[src/rtl/ps2_key_tracker.sv]
// PS/2 keyboard receiver and key-state tracker for the synth keyboard.
// Frames are synchronised, validated (start/parity/stop, watchdog) and the
// resulting scan codes drive a make/break decoder that presents one held key
// to the pitch decoder as a code plus a level that re-rises on each key change.
module ps2_key_tracker #(
    parameter int unsigned TIMEOUT_CYCLES = 100000
) (
    input  logic       clk,
    input  logic       reset,
    input  logic       ps2_clk,
    input  logic       ps2_data,
    output logic [7:0] pressedkey,
    output logic       key1_on,
    output logic [7:0] scan_code,
    output logic       scan_valid,
    output logic       frame_err
);

    localparam int unsigned WdW = $clog2(TIMEOUT_CYCLES + 1);

    localparam logic [7:0] CodeBreak    = 8'hF0;
    localparam logic [7:0] CodeExt      = 8'hE0;
    localparam logic [7:0] CodeSelfTest = 8'hAA;
    localparam logic [7:0] CodeAck      = 8'hFA;
    localparam logic [7:0] CodeResend   = 8'hFE;

    typedef enum logic [0:0] {FrIdle, FrRecv} frame_state_e;
    typedef enum logic [1:0] {DecNorm, DecBrk, DecExt, DecExtBrk} dec_state_e;

    logic ps2_clk_meta_q, ps2_clk_sync_q, ps2_clk_prev_q;
    logic ps2_data_meta_q, ps2_data_sync_q;
    logic ps2_fall;

    frame_state_e frame_state_q;
    logic [3:0]   bitcnt_q;
    logic [9:0]   shift_q;
    logic [9:0]   shift_next;
    logic         frame_ok;
    logic [WdW-1:0] wd_q;

    dec_state_e dec_state_q;
    logic       retrig_q;
    logic       is_ignored_make;

    // Two-flop synchronisers plus one delay stage for falling-edge detection.
    always_ff @(posedge clk) begin
        if (reset) begin
            ps2_clk_meta_q  <= 1'b0;
            ps2_clk_sync_q  <= 1'b0;
            ps2_clk_prev_q  <= 1'b0;
            ps2_data_meta_q <= 1'b0;
            ps2_data_sync_q <= 1'b0;
        end else begin
            ps2_clk_meta_q  <= ps2_clk;
            ps2_clk_sync_q  <= ps2_clk_meta_q;
            ps2_clk_prev_q  <= ps2_clk_sync_q;
            ps2_data_meta_q <= ps2_data;
            ps2_data_sync_q <= ps2_data_meta_q;
        end
    end

    assign ps2_fall = ps2_clk_prev_q & ~ps2_clk_sync_q;

    // Incoming bits enter at the top so the first data bit lands in bit 0.
    assign shift_next = {ps2_data_sync_q, shift_q[9:1]};
    // Odd parity over data+parity, stop bit high.
    assign frame_ok   = (^shift_next[8:0]) & shift_next[9];

    // Frame receiver with watchdog; pulses are registered.
    always_ff @(posedge clk) begin
        if (reset) begin
            frame_state_q <= FrIdle;
            bitcnt_q      <= 4'd0;
            shift_q       <= 10'd0;
            wd_q          <= '0;
            scan_code     <= 8'h00;
            scan_valid    <= 1'b0;
            frame_err     <= 1'b0;
        end else begin
            scan_valid <= 1'b0;
            frame_err  <= 1'b0;
            case (frame_state_q)
                FrIdle: begin
                    wd_q <= '0;
                    if (ps2_fall) begin
                        if (!ps2_data_sync_q) begin
                            frame_state_q <= FrRecv;
                            bitcnt_q      <= 4'd1;
                        end else begin
                            frame_err <= 1'b1;
                        end
                    end
                end
                FrRecv: begin
                    if (ps2_fall) begin
                        wd_q    <= '0;
                        shift_q <= shift_next;
                        // This edge carries the stop bit (count becomes 11).
                        if (bitcnt_q == 4'd10) begin
                            frame_state_q <= FrIdle;
                            bitcnt_q      <= 4'd0;
                            if (frame_ok) begin
                                scan_code  <= shift_next[7:0];
                                scan_valid <= 1'b1;
                            end else begin
                                frame_err <= 1'b1;
                            end
                        end else begin
                            bitcnt_q <= bitcnt_q + 4'd1;
                        end
                    end else if (wd_q == WdW'(TIMEOUT_CYCLES)) begin
                        frame_err     <= 1'b1;
                        frame_state_q <= FrIdle;
                        bitcnt_q      <= 4'd0;
                        wd_q          <= '0;
                    end else begin
                        wd_q <= wd_q + 1'b1;
                    end
                end
                default: frame_state_q <= FrIdle;
            endcase
        end
    end

    assign is_ignored_make = (scan_code == CodeSelfTest) || (scan_code == CodeAck) ||
                             (scan_code == CodeResend);

    // Make/break decoder; a key change drops key1_on for one cycle to retrigger.
    always_ff @(posedge clk) begin
        if (reset) begin
            dec_state_q <= DecNorm;
            pressedkey  <= 8'h00;
            key1_on     <= 1'b0;
            retrig_q    <= 1'b0;
        end else begin
            if (retrig_q) begin
                key1_on  <= 1'b1;
                retrig_q <= 1'b0;
            end
            if (scan_valid) begin
                case (dec_state_q)
                    DecNorm: begin
                        if (scan_code == CodeBreak) begin
                            dec_state_q <= DecBrk;
                        end else if (scan_code == CodeExt) begin
                            dec_state_q <= DecExt;
                        end else if (!is_ignored_make) begin
                            if (!key1_on) begin
                                pressedkey <= scan_code;
                                key1_on    <= 1'b1;
                            end else if (scan_code != pressedkey) begin
                                pressedkey <= scan_code;
                                key1_on    <= 1'b0;
                                retrig_q   <= 1'b1;
                            end
                        end
                    end
                    DecBrk: begin
                        if (scan_code == pressedkey) begin
                            key1_on <= 1'b0;
                        end
                        dec_state_q <= DecNorm;
                    end
                    DecExt: begin
                        dec_state_q <= (scan_code == CodeBreak) ? DecExtBrk : DecNorm;
                    end
                    DecExtBrk: dec_state_q <= DecNorm;
                    default:   dec_state_q <= DecNorm;
                endcase
            end
        end
    end

endmodule

[config.mk]
export PLATFORM = sky130hd
export DESIGN_NAME = ps2_key_tracker
export DESIGN_NICKNAME = d
export VERILOG_FILES = /design/src/rtl/ps2_key_tracker.sv
export SDC_FILE = /design/constraint.sdc
export NUM_CORES = 1
export LEC_CHECK = 0
export BUFFER_PORTS_ARGS = -buffer_cell sky130_fd_sc_hd__buf_2
export CORE_MARGIN = 5
export CORE_UTILIZATION = 50
export DETAILED_ROUTE_END_ITERATION = 16
export PLACE_DENSITY_LB_ADDON = 0.08
export SLEW_MARGIN = 10
export SYNTH_ARGS = -nofsm -noshare
export SYNTH_HDL_FRONTEND = slang
export SYNTH_SLANG_ARGS = --single-unit
[constraint.sdc]
create_clock -name clk -period 2.5 [get_ports clk]
set_clock_uncertainty 0.15 [all_clocks]
set_input_delay 0.5 -clock clk [delete_from_list [all_inputs] [get_ports clk]]
set_output_delay 0.5 -clock clk [all_outputs]
set_load 0.01 [all_outputs]
After elaboration in Yosys (flattened, before gate mapping)
Cells that the tools add are included.
{"block": "word_totals", "ff_bits": 59, "inputBits": 4}
{"block": "classes", "n_mux": 39, "addsub": 2, "n_bitwise": 12, "eq_ne": 17, "reduce_logical": 12}
{"op": "== test 8 bit, second input constant", "n": 5}
{"op": "two-way mux 17 bit", "n": 2}
{"op": "one-hot mux 17 bit (2 select lines)", "n": 1}
{"op": "two-way mux 1 bit", "n": 21}
{"op": "two-way mux 4 bit", "n": 5}
{"op": "adder 17 x 1 -> 17 bit, second input constant", "n": 1}
{"op": "== test 17 bit, second input constant", "n": 1}
{"op": "two-way mux 8 bit", "n": 2}
{"op": "inverter 1 bit", "n": 10}
{"op": "XOR reduction 9 bit", "n": 1}
{"op": "== test 8 bit", "n": 1}
{"op": "!= test 8 bit", "n": 1}
{"op": "one-hot mux 4 bit (2 select lines)", "n": 1}
{"op": "OR reduction 7 bit", "n": 1}
{"op": "two-way mux 2 bit", "n": 3}
{"op": "one-hot mux 1 bit (2 select lines)", "n": 3}
{"op": "one-hot mux 2 bit (3 select lines)", "n": 1}
{"op": "AND reduction 6 bit", "n": 1}
{"op": "adder 4 x 1 -> 4 bit, second input constant", "n": 1}
{"op": "== test 2 bit, second input constant", "n": 2}
{"op": "== test 4 bit, second input constant", "n": 1}
{"op": "!= test 2 bit, second input constant", "n": 2}
{"op": "AND reduction 2 bit", "n": 2}
{"op": "AND reduction 4 bit", "n": 1}
{"op": "other kinds (10)", "n": 12}

Longest topological paths before layout
Gate-level depths: netlist (run 1).
{"block": "depth", "ltp_word": 8, "depth_mapped": 8, "mapped_depth_nobuf": 7}

Worst setup path after synthesis (run 1)
OpenSTA, ideal clock, no wires.
{"block": "synth_path", "kind": "register to register", "from": "reg wd_q[0]", "to": "reg wd_q[11]", "arrival_time_ns": 1.681, "period_less_slack_ns": 1.945, "path_slack_ns": 0.555, "path_buffers": 2, "stages_incl_launch_ff": 9, "path_cell_list": "dfxtp_1 inv_1 ha_1 or4bb_1 nor4_1 or4b_1 buf_2 buf_4 nor2_1"}
{"block": "synth_between", "elab_chain_len": 4}
{"element": "start: declaration", "line_no": "39", "source": "logic [WdW-1:0] wd_q;"}
{"element": "start signal: assignment", "line_no": "117", "source": "wd_q <= wd_q + 1'b1;"}
{"element": "adder 17 x 1 -> 17 bit or == test 17 bit (tied branches)", "line_no": "117, 111"}
{"element": "two-way mux 17 bit (*)", "line_no": "111", "source": "end else if (wd_q == WdW'(TIMEOUT_CYCLES)) begin"}
{"element": "two-way mux 17 bit (*)", "line_no": "95", "source": "if (ps2_fall) begin"}
{"element": "one-hot mux 17 bit (2 select lines) (*)", "line_no": "82", "source": "case (frame_state_q)"}
Every way passes the cells marked *; elsewhere a longest branch is shown, timed or not.
A chain may end at the register's enable or synchronous reset.

Worst setup path after layout (run 1)
{"block": "layout_path", "from": "reg wd_q[0]", "to": "reg frame_err"}
{"block": "layout_between", "elab_chain_len": 4}
{"element": "== test 17 bit", "line_no": "111"}
{"element": "two-way mux 1 bit", "line_no": "111"}
{"element": "two-way mux 1 bit", "line_no": "95"}
{"element": "one-hot mux 1 bit (2 select lines)", "line_no": "82"}
{"element": "end signal: assignment", "line_no": "81", "source": "frame_err <= 1'b0;"}
{"element": "end signal: assignment", "line_no": "90", "source": "frame_err <= 1'b1;"}
{"element": "end signal: assignment", "line_no": "112", "source": "frame_err <= 1'b1;"}
{"element": "end: declaration", "line_no": "16", "source": "output logic frame_err"}
Every way passes these cells.

==> flow_summary.yaml, run 1 <==
status:
  status: "finished clean"
clock_tree:
  cts_root_buffer: "clkbuf_8"
  h-tree-depth: 3
  cts_setup_buffers: 0
  cts.path.max_buffers: 2
  cts_tree: "done"
  holdBufCountCts: 0
  cts_resized: 0
  cts.clk_slew.worst_paths_ns: 0.07
  clock-sinks: 58
  clock_latency_ns: 0.32
  cts-buffers-inserted: 9
placed_design:
  hpwl_um: 3644
  placed_area_mm2: 0.002760
  post-place-ws_ns: 0.3249
  place.gp.congestion: 0.8157
  io_buffers: 22
floorplan:
  fp.dieH_um: 82.11
  io_pins: 23
  core-area_mm2: 0.005075
  start_util: 0.5123
  die-area_mm2: 0.006742
  die_w_um: 82.11
  num_rows: 26
grt:
  grt_antenna_before_repair: 0
  grt-ovfl-total: 0
  grt_max_degree: 30
  track_usage: 0.1685
  grt_pass1_vias: 1755
  grt_first_pass_wirelength_um: 8521
cells_and_area:
  diodes: 0
  drive_gt1_frac: 0.1379
  area_delta_synth_final_pct: 14.00
  layout.nets: 323
  stdcell_area_mm2: 0.002964
setup_path:
  r2r_cells: 7
  worstPathRequired_ns: 2.62
  cp_slowest_cell: "nor4_1"
  cp-end-kind: "register"
  worst-path-buf-inv: 1
  timing.rr.end: "frame_err"
  start_kind: "register"
  setup.worst_path.start: "wd_q[0]"
  r2r-start: "wd_q[0]"
  cp_slowest_stage_delay_ns: 0.42
  cp_max_fo: 6
  crit_chain: "inv_1, ha_1, or4bb_1, nor4_1, o21ai_1, a21oi_1, o221a_1"
  r2r_slack_ns: 0.32
  crit_family: "simple AND/OR/NAND/NOR gates"
  crit_type: "register to register"
  cp.arrival_ns: 2.30
synth:
  synth_top_area_frac: 0.4466
  ys_top_cells_by_area: "dfxtp_1, mux2i_1, nand2_1, xor2_1, nor2_1"
  synth_top_family_by_area: "simple AND/OR/NAND/NOR gates"
  synthSimpleGateAreaFrac: 0.2406
  ys_ff_latch: 58
  synthAdderAreaFrac: 0.01925
  synthDistinctLibCells: 46
  synthTopCellsByCount: "dfxtp_1, nand2_1, nor2_1"
  yosysSeqAreaShare: 0.4466
  async_flop_share: 0
  yosys.area_share.xor_xnor: 0.1020
  syn-cell-area_mm2: 0.002600
  dominantRegCellSynth: "dfxtp_1"
  postSynthAreaPerCell_um2: 8.997
  postSynthCellCount: 289
  yosys.area.top_type: "dfxtp_1"
  syn_nets: 297
  yosys_warnings: 0
  synth.most_common_cell: "dfxtp_1"
  synthMuxAreaShare: 0.07411
  synth_compound_area_frac: 0.07988
  synth_edf_count: 0
timing:
  worst_pin_slew_ns: 0.4698
  period_share: 0.8709
  fin_crit_ns: 2.177
  final.setup.tns_ns: 0
  final-hold-violation-count: 0
  maxSlewViolCount: 0
  timing.fmax_mhz: 459.3
  rsz0062_at_grt: "no"
  finalSetupViolCount: 0
  relSlewSlack: 0.6801
  setup_ws_ns: 0.3226
worst_hold_path:
  hold_path_class: "primary input to register"
  min_path_cells: 2
  holdPathEnd: "ps2_data_meta_q"
  min_from: "ps2_data"
power:
  vdd_ir_drop_max_mv: 0.4358
  p_leak_uw: 0.001173
  fin_total_pwr_uw: 1840
  power.density_mw_per_mm2: 620.7
drt:
  vias_per_cell: 5.221
  avgRoutedWirePerCell_um: 13.18
  first_pass_iters: 4
  wirelength_um: 5126
  drt_iter0_markers: 69
  ant_nets: 0
  drc_errors: 0
  num_vias: 2031
run:
  maxCapViolations: 0
[power by group]
part,internal [uW],switching (uW)
registers,929,3.24
clock network,535,345
logic,8.36,18.5
[cells in the final DEF, fill, tap and decap left out, drive strengths merged, types with 3 or more instances in the layout]
cell,count
ha,4
a21oi,16
nand4,3
nor4,5
nor3b,3
nor2,35
dfxtp,58
nand2,43
clkbuf,13
buf,26
o21ai,5
nor2b,6
xor2,16
nand3,11
nor3,7
mux2i,18
inv,7
xnor2,9
nand2b,4
[sequential cells by signal, indices dropped and copies added, names as in the netlist, 2 cells and up]
name / cells
pressedkey: 8
dec_state_q: 2
wd_q: 17
bitcnt_q: 4
shift_q: 9
scan_code: 8
[stage by stage]
stage | hold WS, ns | utilization | std cells
floorplan | 0.2638 | - | 289
global placement | 0.2681 | 0.5439 | 374
detailed placement | 0.2853 | 0.5439 | 374
CTS | 0.2252 | 0.5841 | 389
global route | 0.2589 | 0.5841 | 389
finish | 0.2439 | 0.5841 | 389
[kinds of logic (layout without fill, tap and decap cells)]
group,after synthesis,count (layout)
XOR/XNOR,27,27
multiplexers,18,18
buffers and inverters,19,49
AO/OA/AOI/OAI,33,33
adder cells (fa/ha/maj),4,4
AND/OR/NAND/NOR,130,130
flip-flops,58,58
[worst register-to-register path: cells and delay by family (launching register included)]
family / cells / cell delay, ns
adders and majority gates: 1 / 0.13
buffers and inverters: 1 / 0.07
AOI/OAI and AO/OA: 3 / 0.63
DFF: 1 / 0.34
and+or+nand+nor: 2 / 0.82
[worst max-delay path by stage]
stage | to | cells past startpoint
6_report | frame_err | 7
5_1_grt | frame_err | 7
4_1_cts | frame_err | 7
3_5_place_dp | frame_err | 7
3_3_place_gp | frame_err | 7
2_1_floorplan | wd_q[11] | 8
[layout make-up]
| class | count | area, um2 |
|---|---|---|
| timing repair buffer | 26 | 140.1 |
| multi-input combinational | 212 | 1341 |
| inverter | 8 | 30.03 |
| sequential | 58 | 1161 |
| fill | 485 | 2111 |
| clock inverter | 2 | 35.03 |
| clock buffer | 13 | 168.9 |
| tap | 70 | 87.58 |
[metal layers]
layer	global-route usage	wire [um]
met1	0.2315	2555
met4	0.04983	61
met3	0.06508	303
met5	0	0
met2	0.2447	2205
Power figures use the tool's default switching activity.
==> run 2, diff against run 1 <==
ABC_AREA = 1   (was unset)
==> run 2 against run 1 <==
Maximum frequency grew 20%. Critical path depth grew 1. Sequential share of layout area shrank 4.2 points. Clock-buffer cell count shrank 4. Combinational power grew 43%. Largest cell class unchanged. Routed wire length grew 14%. Global-route usage is essentially flat. Register-to-register slack gained 0.37 ns. Sequential cell count is the same. Worst hold slack lost 0.0034 ns.
==> flow_summary.yaml, run 2 <==
floorplan:
  fp.dieH_um: 87.09
  start_util: 0.5079
  core-area_mm2: 0.005851
  die-area_mm2: 0.007585
  io_pins: 23
  num_rows: 28
  die_w_um: 87.09
synth:
  synth.most_common_cell: "nand2_1"
  yosys_warnings: 0
  yosys.area.top_type: "dfxtp_1"
  synth_edf_count: 0
  synthTopCellsByCount: "nand2_1, dfxtp_1, nor2_1"
  syn-cell-area_mm2: 0.002972
  synth_top_area_frac: 0.3907
  ys_top_cells_by_area: "dfxtp_1, nand2_1, nor2_1, inv_1, a21oi_1"
  yosysSeqAreaShare: 0.3907
  synthDistinctLibCells: 36
  dominantRegCellSynth: "dfxtp_1"
  postSynthAreaPerCell_um2: 7.025
  ys_ff_latch: 58
  postSynthCellCount: 423
  syn_nets: 431
  async_flop_share: 0
setup_path:
  cp.arrival_ns: 1.92
  cp_slowest_stage_delay_ns: 0.37
  timing.rr.end: "wd_q[7]"
  cp_slowest_cell: "dfxtp_1"
  crit_chain: "inv_1, ha_1, nand2_1, nor2_1, nand3_2, nand4_2, o21bai_1, a21oi_1"
  start_kind: "register"
  crit_type: "register to register"
  r2r_slack_ns: 0.69
  r2r-start: "wd_q[0]"
  worstPathRequired_ns: 2.61
  r2r_cells: 8
  cp_max_fo: 17
  worst-path-buf-inv: 1
  crit_family: "simple AND/OR/NAND/NOR gates"
  cp-end-kind: "register"
grt:
  grt_first_pass_wirelength_um: 10340
  grt_pass1_vias: 2357
  track_usage: 0.1685
  grt-ovfl-total: 0
  grt_max_degree: 26
  grt_antenna_before_repair: 0
cells_and_area:
  layout.nets: 456
  area_delta_synth_final_pct: 11.66
  top_regs: "wd_q x17, shift_q x9"
  mostFrequentLayoutCell: "nand2_1"
  drive_gt1_frac: 0.1700
  final_cell_mix: "nand2_1, nor2_1, dfxtp_1, inv_1, a21oi_1"
  diodes: 0
  regMostFlops: "wd_q"
  largest_reg_flops: 17
  stdcell_area_mm2: 0.003318
placed_design:
  placed_area_mm2: 0.003124
  io_buffers: 22
  hpwl_um: 4361
  place.gp.congestion: 0.8451
worst_hold_path:
  min_from: "ps2_data"
  hold_path_class: "primary input to register"
  min_path_cells: 3
  holdPathEnd: "ps2_data_meta_q"
drt:
  wirelength_um: 5852
  num_vias: 2621
  vias_per_cell: 4.964
  avgRoutedWirePerCell_um: 11.08
  drc_errors: 0
  ant_nets: 0
  drt_iter0_markers: 133
  first_pass_iters: 4
timing:
  worst_pin_slew_ns: 0.4479
  finalSetupViolCount: 0
  timing.fmax_mhz: 552.5
  fin_crit_ns: 1.810
  maxSlewViolCount: 0
  period_share: 0.7240
  relSlewSlack: 0.7007
  whs_ns: 0.2405
  final.setup.tns_ns: 0
  rsz0062_at_grt: "no"
  final-hold-violation-count: 0
clock_tree:
  cts.path.max_buffers: 2
  cts_resized: 0
  cts_root_buffer: "clkbuf_8"
  clock_latency_ns: 0.33
  cts.clk_slew.worst_paths_ns: 0.07
  cts_tree: "done"
  h-tree-depth: 3
  cts-buffers-inserted: 9
  cts_setup_buffers: 0
  clock-sinks: 58
  holdBufCountCts: 0
power:
  power.density_mw_per_mm2: 546.9
  fin_total_pwr_uw: 1815
  vdd_ir_drop_max_mv: 0.3439
  p_leak_uw: 0.001433
status:
  status: "finished clean"
run:
  maxCapViolations: 0
run 2: power by group:
part	leakage (uW)	switching (uW)	total [uW]	internal, uW
Clock	0.0000873	388	843	456
Sequential	0.000468	4.26	933	929
Combinational	0.000878	26.5	38.5	12.0
run 2: per-stage QoR:
stage          setup WS (ns)    util  std cells
2_1_floorplan         0.9490       -        423
3_3_place_gp          0.5880  0.5340        512
3_5_place_dp          0.5585  0.5340        512
4_1_cts               0.6648  0.5672        528
5_1_grt               0.5006  0.5672        528
6_report              0.6901  0.5672        528
run 2: worst reg2reg max path, cell delays in order (launching register included):
cell	delay, ns
dfxtp_1	0.37
inv_1	0.06
ha_1	0.19
nand2_1	0.07
nor2_1	0.06
nand3_2	0.08
nand4_2	0.35
o21bai_1	0.31
a21oi_1	0.11
run 2: layout make-up:
type | instances | area, um2
clock buffers | 9 | 123.9
clock inverters | 7 | 70.07
fillers | 570 | 2532
inverters | 60 | 227.7
multi-input cells | 296 | 1524
flip-flops and latches | 58 | 1161
well taps | 75 | 93.84
repair buffers | 23 | 117.6
run 2: worst max path at each step:
stage                         startpoint            end  slack (ns)  depth (start not counted)
after global routing      ps2_clk_sync_q   scan_code[7]        0.50                          9
after floorplan             scan_code[2]  pressedkey[2]        0.95                          7
final                            wd_q[0]        wd_q[7]        0.69                          8
after CTS                        wd_q[0]        wd_q[7]        0.66                          8
after detailed placement           reset        wd_q[7]        0.56                          5
after global placement             reset        wd_q[7]        0.59                          5
run 2: cell families after synthesis:
group / count (synthesis) / share of synthesized area
compound gates: 57 / 0.1002
flops: 58 / 0.3907
simple gates: 226 / 0.3693
xor+xnor: 9 / 0.02653
fa+ha+maj: 4 / 0.01684
buf+inv: 69 / 0.09642
run 2: metal layers:
layer | global-route usage | vias up | routed length, um
li1 | - | 1415 | -
met1 | 0.2208 | 1157 | 2901
met2 | 0.2712 | 41 | 2612
met3 | 0.04352 | 8 | 260
met4 | 0.05300 | 0 | 77
met5 | 0 | - | 0
